[src/rtl/simple_dma_controller_pkg.sv]
// Shared definitions for the simple DMA controller: FSM state encoding, transfer direction
// and write-enable constants, plus the next-word state selection.
package simple_dma_controller_pkg;

    typedef enum logic [3:0] {
        StIdle,
        StLoad,
        StWaitDev,
        StMemAcc,
        StMemData,
        StDevAck,
        StAckGap,
        StGap,
        StWaitRd,
        StDone,
        StErr
    } dma_state_e;

    localparam logic DirRd = 1'b1;
    localparam logic DirWr = 1'b0;

    localparam logic [1:0] WeWord = 2'b11;
    localparam logic [1:0] WeNone = 2'b00;

    // Reads wait for the device to be ready for the next word; writes wait for device data.
    function automatic dma_state_e next_word_state(input logic rd_wr, input logic dev_ack);
        if (rd_wr == DirRd) begin
            return dev_ack ? StMemAcc : StWaitRd;
        end
        return StWaitDev;
    endfunction

endpackage

[src/rtl/simple_dma_xfer_counter.sv]
// Transfer bookkeeping: 15-bit word address incrementer (wraps 7FFF->0000) and
// 16-bit remaining-word down-counter with load, step and zero detect.
module simple_dma_xfer_counter (
    input  logic        clk_i,
    input  logic        rst_i,
    input  logic        load_i,
    input  logic        step_i,
    input  logic [14:0] addr_i,
    input  logic [15:0] cnt_i,
    output logic [14:0] addr_o,
    output logic [15:0] cnt_o,
    output logic        zero_o
);

    logic [14:0] addr_d, addr_q;
    logic [15:0] cnt_d, cnt_q;

    always_comb begin
        addr_d = addr_q;
        cnt_d  = cnt_q;
        if (load_i) begin
            addr_d = addr_i;
            cnt_d  = cnt_i;
        end else if (step_i) begin
            addr_d = addr_q + 15'd1;
            cnt_d  = cnt_q - 16'd1;
        end
    end

    always_ff @(posedge clk_i or posedge rst_i) begin
        if (rst_i) begin
            addr_q <= '0;
            cnt_q  <= '0;
        end else begin
            addr_q <= addr_d;
            cnt_q  <= cnt_d;
        end
    end

    assign addr_o = addr_q;
    assign cnt_o  = cnt_q;
    assign zero_o = (cnt_q == 16'd0);

endmodule

[src/rtl/simple_dma_controller.sv]
// Responder end of a device<->DMA handshake: moves words between a peripheral and memory
// through an openMSP430-style dma_* master port, one transfer in flight at a time.
module simple_dma_controller
    import simple_dma_controller_pkg::*;
#(
    parameter logic        DMA_PRIORITY = 1'b0,
    parameter int unsigned WORD_GAP     = 0
) (
    input  logic        clk,
    input  logic        reset,
    input  logic        dma_rqst,
    input  logic        dma_rd_wr,
    input  logic [15:0] dma_start_address,
    input  logic [15:0] dma_num_words,
    input  logic        dev_ack,
    input  logic [15:0] dev_out,
    output logic [15:0] dev_in,
    output logic        dma_ack,
    output logic        dma_end_flag,
    output logic        dma_error,
    output logic [14:0] dma_addr,
    output logic [15:0] dma_din,
    output logic        dma_en,
    output logic [1:0]  dma_we,
    output logic        dma_priority,
    input  logic [15:0] dma_dout,
    input  logic        dma_ready,
    input  logic        dma_resp
);

    localparam logic [3:0] GapLast = 4'(WORD_GAP - 1);

    dma_state_e  state_d, state_q;
    logic        rd_wr_d, rd_wr_q;
    logic [15:0] dev_in_d, dev_in_q;
    logic [15:0] din_d, din_q;
    logic [3:0]  gap_d, gap_q;
    logic        cnt_load, cnt_step, cnt_zero;
    logic [15:0] cnt_unused;
    logic        unused_addr_lsb;

    assign unused_addr_lsb = dma_start_address[0];

    simple_dma_xfer_counter u_xfer_counter (
        .clk_i  (clk),
        .rst_i  (reset),
        .load_i (cnt_load),
        .step_i (cnt_step),
        .addr_i (dma_start_address[15:1]),
        .cnt_i  (dma_num_words),
        .addr_o (dma_addr),
        .cnt_o  (cnt_unused),
        .zero_o (cnt_zero)
    );

    always_comb begin
        state_d  = state_q;
        rd_wr_d  = rd_wr_q;
        dev_in_d = dev_in_q;
        din_d    = din_q;
        gap_d    = gap_q;
        cnt_load = 1'b0;
        cnt_step = 1'b0;

        case (state_q)
            StIdle: begin
                if (dma_rqst) begin
                    rd_wr_d  = dma_rd_wr;
                    cnt_load = 1'b1;
                    state_d  = StLoad;
                end
            end
            StLoad: begin
                if (!dma_rqst)              state_d = StIdle;
                else if (cnt_zero)          state_d = StDone;
                else if (rd_wr_q == DirRd)  state_d = StMemAcc;
                else                        state_d = StWaitDev;
            end
            StWaitDev: begin
                if (!dma_rqst) begin
                    state_d = StIdle;
                end else if (dev_ack) begin
                    din_d   = dev_out;
                    state_d = StMemAcc;
                end
            end
            StMemAcc: begin
                // The bus request is never withdrawn before the memory accepts it.
                if (dma_ready) begin
                    if (!dma_rqst)              state_d = StIdle;
                    else if (rd_wr_q == DirRd)  state_d = StMemData;
                    else                        state_d = StDevAck;
                end
            end
            StMemData: begin
                dev_in_d = dma_dout;
                if (!dma_rqst)      state_d = StIdle;
                else if (dma_resp)  state_d = StErr;
                else                state_d = StDevAck;
            end
            StDevAck: begin
                cnt_step = 1'b1;
                state_d  = StAckGap;
            end
            StAckGap: begin
                if (!dma_rqst) begin
                    state_d = StIdle;
                end else if (cnt_zero) begin
                    state_d = StDone;
                end else if (WORD_GAP != 0) begin
                    gap_d   = 4'd0;
                    state_d = StGap;
                end else begin
                    state_d = next_word_state(rd_wr_q, dev_ack);
                end
            end
            StGap: begin
                if (!dma_rqst) begin
                    state_d = StIdle;
                end else if (gap_q == GapLast) begin
                    state_d = next_word_state(rd_wr_q, dev_ack);
                end else begin
                    gap_d = gap_q + 4'd1;
                end
            end
            StWaitRd: begin
                if (!dma_rqst)     state_d = StIdle;
                else if (dev_ack)  state_d = StMemAcc;
            end
            StDone, StErr: begin
                if (!dma_rqst) state_d = StIdle;
            end
            default: state_d = StIdle;
        endcase
    end

    always_ff @(posedge clk or posedge reset) begin
        if (reset) begin
            state_q  <= StIdle;
            rd_wr_q  <= 1'b0;
            dev_in_q <= '0;
            din_q    <= '0;
            gap_q    <= '0;
        end else begin
            state_q  <= state_d;
            rd_wr_q  <= rd_wr_d;
            dev_in_q <= dev_in_d;
            din_q    <= din_d;
            gap_q    <= gap_d;
        end
    end

    assign dev_in       = dev_in_q;
    assign dma_din      = din_q;
    assign dma_en       = (state_q == StMemAcc);
    assign dma_we       = (dma_en && rd_wr_q == DirWr) ? WeWord : WeNone;
    assign dma_priority = dma_en ? DMA_PRIORITY : 1'b0;
    assign dma_ack      = (state_q == StDevAck);
    assign dma_end_flag = (state_q == StDone) || (state_q == StErr);
    assign dma_error    = (state_q == StErr);

endmodule
[config.mk]
export PLATFORM = sky130hd
export DESIGN_NAME = simple_dma_controller
export DESIGN_NICKNAME = d
export VERILOG_FILES = /design/src/rtl/simple_dma_controller_pkg.sv /design/src/rtl/simple_dma_xfer_counter.sv /design/src/rtl/simple_dma_controller.sv
export SDC_FILE = /design/constraint.sdc
export NUM_CORES = 1
export LEC_CHECK = 0
export CAP_MARGIN = 20
export CORE_MARGIN = 2
export CORE_UTILIZATION = 42
export DETAILED_ROUTE_END_ITERATION = 10
export GPL_TIMING_DRIVEN = 0
export PLACE_DENSITY_LB_ADDON = 0.1
export SLEW_MARGIN = 20
export SYNTH_ARGS = -nofsm -noshare
export SYNTH_HDL_FRONTEND = slang
export SYNTH_SLANG_ARGS = --single-unit
[constraint.sdc]
create_clock -name clk -period 2.2 [get_ports clk]
set_input_delay 0.44 -clock clk [delete_from_list [all_inputs] [get_ports clk]]
set_output_delay 0.44 -clock clk [all_outputs]
set_load 0.005 [all_outputs]
==> impl_metrics.ini <==
[setup_path]
critical-path-slowest-cell = dfrtp_1
crit_path_end_kind = flip-flop
cp.buffers_inverters = 1
path_max_fanout = 5
critPathKind = flip-flop to flip-flop
critPathTopFamily = simple AND/OR/NAND/NOR gates
worstPathArrival_ns = 2.34
reg2reg_to = state_q[1]
crit-reg2reg-launch = u_xfer_counter.cnt_o[0]
crit_chain = inv_1, ha_1, nor4b_1, and4_1, o21ai_1, a221o_1, mux2_2
cp.required_ns = 2.42
max_stage_delay_ns = 0.46
rrSetupSlack_ns = 0.09
start_kind = flip-flop
rr_worst_depth = 7

[grt]
antenna_found_initial = 0
grt_pass1_vias = 3274
grt_remaining_overflow = 0
grt_pass1_wl_um = 15800
track_usage_pct = 20.4
grt_max_degree = 29

[finish]
syn2layout_area_growth_pct = 46.7
utilization_pct = 63.2
num_antenna_cells = 0
nNetsFinal = 561
final_layout_size_suffix_gt1_share_pct = 20.6

[routing]
first_iter_violations = 133
routed_wl_um = 9580
drt_pass1_iterations = 4
avgViaCountPerCell = 5.31
drc = 0
wl_per_cell_um = 16.0
dr_total_vias = 3183
antenna_left = 0

[power]
ir_drop_mv = 0.632
powerDensity_mw_per_mm2 = 1240
leakage_nw = 2.23

[sta]
worst_slack_ns = 0.0863
period_needed_ns = 2.11
hold_viol_final = 0
finalMaxSlewViolations = 0
worst_pin_slew_ns = 0.527
finClkSkew_ns = 0.0112
grt_setup_unrepaired = false
setup_viol = 0
post-route-period-util_pct = 96.1
fmax_ghz = 0.473
slew-limit-headroom_pct = 64.7

[synth]
synth_top_area_cell = dfrtp_1
synth_enable_flop_cells = 0
syn_avg_cell_area_um2 = 11.0
synthTopCellsByArea = dfrtp_1, mux2_2, nand2_1, xor2_1, xnor2_1
synth_top_area_share_pct = 48.2
post_synth_num_cell_types = 57
synthTopCellsByCount = dfrtp_1, nand2_1, mux2_2
syn-num-nets = 415
yosys_warnings = 0
syn_inst = 341
synth_most_common_cell = dfrtp_1
ys_ff_latch = 72
synth.cell_area_mm2 = 0.00374
synth-main-ff-cell = dfrtp_1
synthArstFlopShare_pct = 100
seq_area_frac_synth_pct = 48.2

[status]
run_status = finished clean

[placement]
place_ws_ns = -0.306
gp_congestion = 0.946
dp_hpwl_um = 6910
port_buffers = 122

[floorplanning]
fp.coreArea_mm2 = 0.00868
die_x_um = 98.3
rows = 34
die_area_mm2 = 0.00967
die_y_um = 98.3
start_util_pct = 43.1
io_pins = 125

[clock_network]
cts_root_buffer = clkbuf_8
cts_buffers = 9
clock-sinks = 72
clkLatencyLatePin_ns = 0.34
h-tree-depth = 3
cts_tree = built
clock_path_buffers = 2
cts_hold_buffers = 0
clk_pin_slew_ns = 0.08

[run]
timing.max_cap.violations = 0

[hold_path]
hold_class = primary input to asynchronous set/reset pin
==> cell families (layout without fill, tap and decap cells) <==
group,Yosys count,in the layout,synth area share (%)
and+or+nand+nor,124,124,19.9
DFF,72,72,48.2
AOI/OAI and AO/OA,52,52,9.71
muxes,36,36,10.8
xor gates and xnor gates,29,29,6.80
buffers and inverters,24,174,3.45
adders and majority gates,3,3,1.00
other,1,1,0.100
==> cell usage in the layout, fill, tap and decap left out, types with 3 or more instances in the layout <==
cell	count
a211oi_1	4
a21oi_1	7
a221o_1	3
and4_1	4
buf_2	4
buf_4	16
buf_6	5
clkbuf_1	3
clkbuf_8	9
clkdlybuf4s50_1	115
clkinv_2	3
dfrtp_1	71
dlygate4sd2_1	6
ha_1	3
inv_1	4
mux2_2	34
nand2_1	39
nand2b_1	5
nand3_1	6
nand3b_1	3
nand4_1	5
nor2_1	17
nor2b_1	4
nor3_1	7
nor4_1	3
nor4_4	3
o21ai_0	19
o21ai_1	3
or3_1	3
or4_1	3
xnor2_1	12
xor2_1	17
==> power by group <==
part | internal (mW) | switching (mW) | total [mW]
Clock | 0.514 | 0.506 | 1.02
Sequential | 1.96 | 0.549 | 2.51
Combinational | 1.95 | 1.34 | 3.29
==> final cells by class <==
type / instances / area (um2)
timing repair buffer: 135 / 1340
tap: 108 / 135
clock inverter: 6 / 61.3
fill: 750 / 3190
multi-input combinational: 245 / 1860
inverter: 6 / 31.3
sequential: 72 / 1800
clock buffer: 9 / 124
buffer: 18 / 130
==> sequential cells by signal, summed over array words and instances, names as in the netlist <==
name and flops:
rd_wr_q 1, dma_din 16, gap_q 4, u_xfer_counter.addr_o 15
dev_in 16, state_q 4, u_xfer_counter.cnt_o 16
==> stage by stage <==
step / instances / area, um2 / setup TNS, ns / hold WS (ns) / power (mW)
2_1_floorplan: 341 / 3740 / 0 / 0.464 / 4.10
3_3_place_gp: 571 / 5100 / -8.74 / 0.481 / 5.52
3_5_place_dp: 573 / 5140 / -10.11 / 0.494 / 5.59
4_1_cts: 599 / 5460 / 0 / 0.467 / 6.84
5_1_grt: 599 / 5480 / 0 / 0.524 / 7.33
6_report: 599 / 5480 / 0 / 0.467 / 6.82
==> per-layer routing <==
| metal | global-route usage, % | part of all wire (%) | routed length (um) | up-vias |
|---|---|---|---|---|
| met3 | 7.80 | 9.0 | 862 | 15 |
| met1 | 26.8 | 44 | 4200 | 1553 |
| met2 | 31.3 | 46 | 4400 | 109 |
| met4 | 6.64 | 1.3 | 125 | 0 |
| li1 | - | - | - | 1506 |
| met5 | 0 | 0 | 0 | - |
==> how the worst max path moves through the flow <==
| stage | start | to | slack [ns] | cells past startpoint |
|---|---|---|---|---|
| after floorplan | u_xfer_counter.cnt_o[0] | state_q[1] | 0.30 | 7 |
| after global placement | dma_rqst | u_xfer_counter.addr_o[8] | -0.25 | 5 |
| after detailed placement | dma_rqst | u_xfer_counter.cnt_o[11] | -0.31 | 5 |
| after CTS | dma_rqst | u_xfer_counter.addr_o[2] | 0.09 | 5 |
| after global routing | u_xfer_counter.cnt_o[0] | state_q[1] | 0.01 | 7 |
| final | u_xfer_counter.cnt_o[0] | state_q[1] | 0.09 | 7 |
==> worst register-to-register path, cell delays in order (launching register included) <==
cell and delay [ns]:
dfrtp_1 0.46, inv_1 0.09, ha_1 0.22, nor4b_1 0.24
and4_1 0.32, o21ai_1 0.10, a221o_1 0.32, mux2_2 0.26
==> timing repair <==
action	CTS	global route
hold endpoints to repair	0	0
gates resized for setup	22	5
pin swaps	2	0
setup endpoints to repair	6	27
setup buffers	11	0
Note: power is estimated with default switching activity, not from simulation.
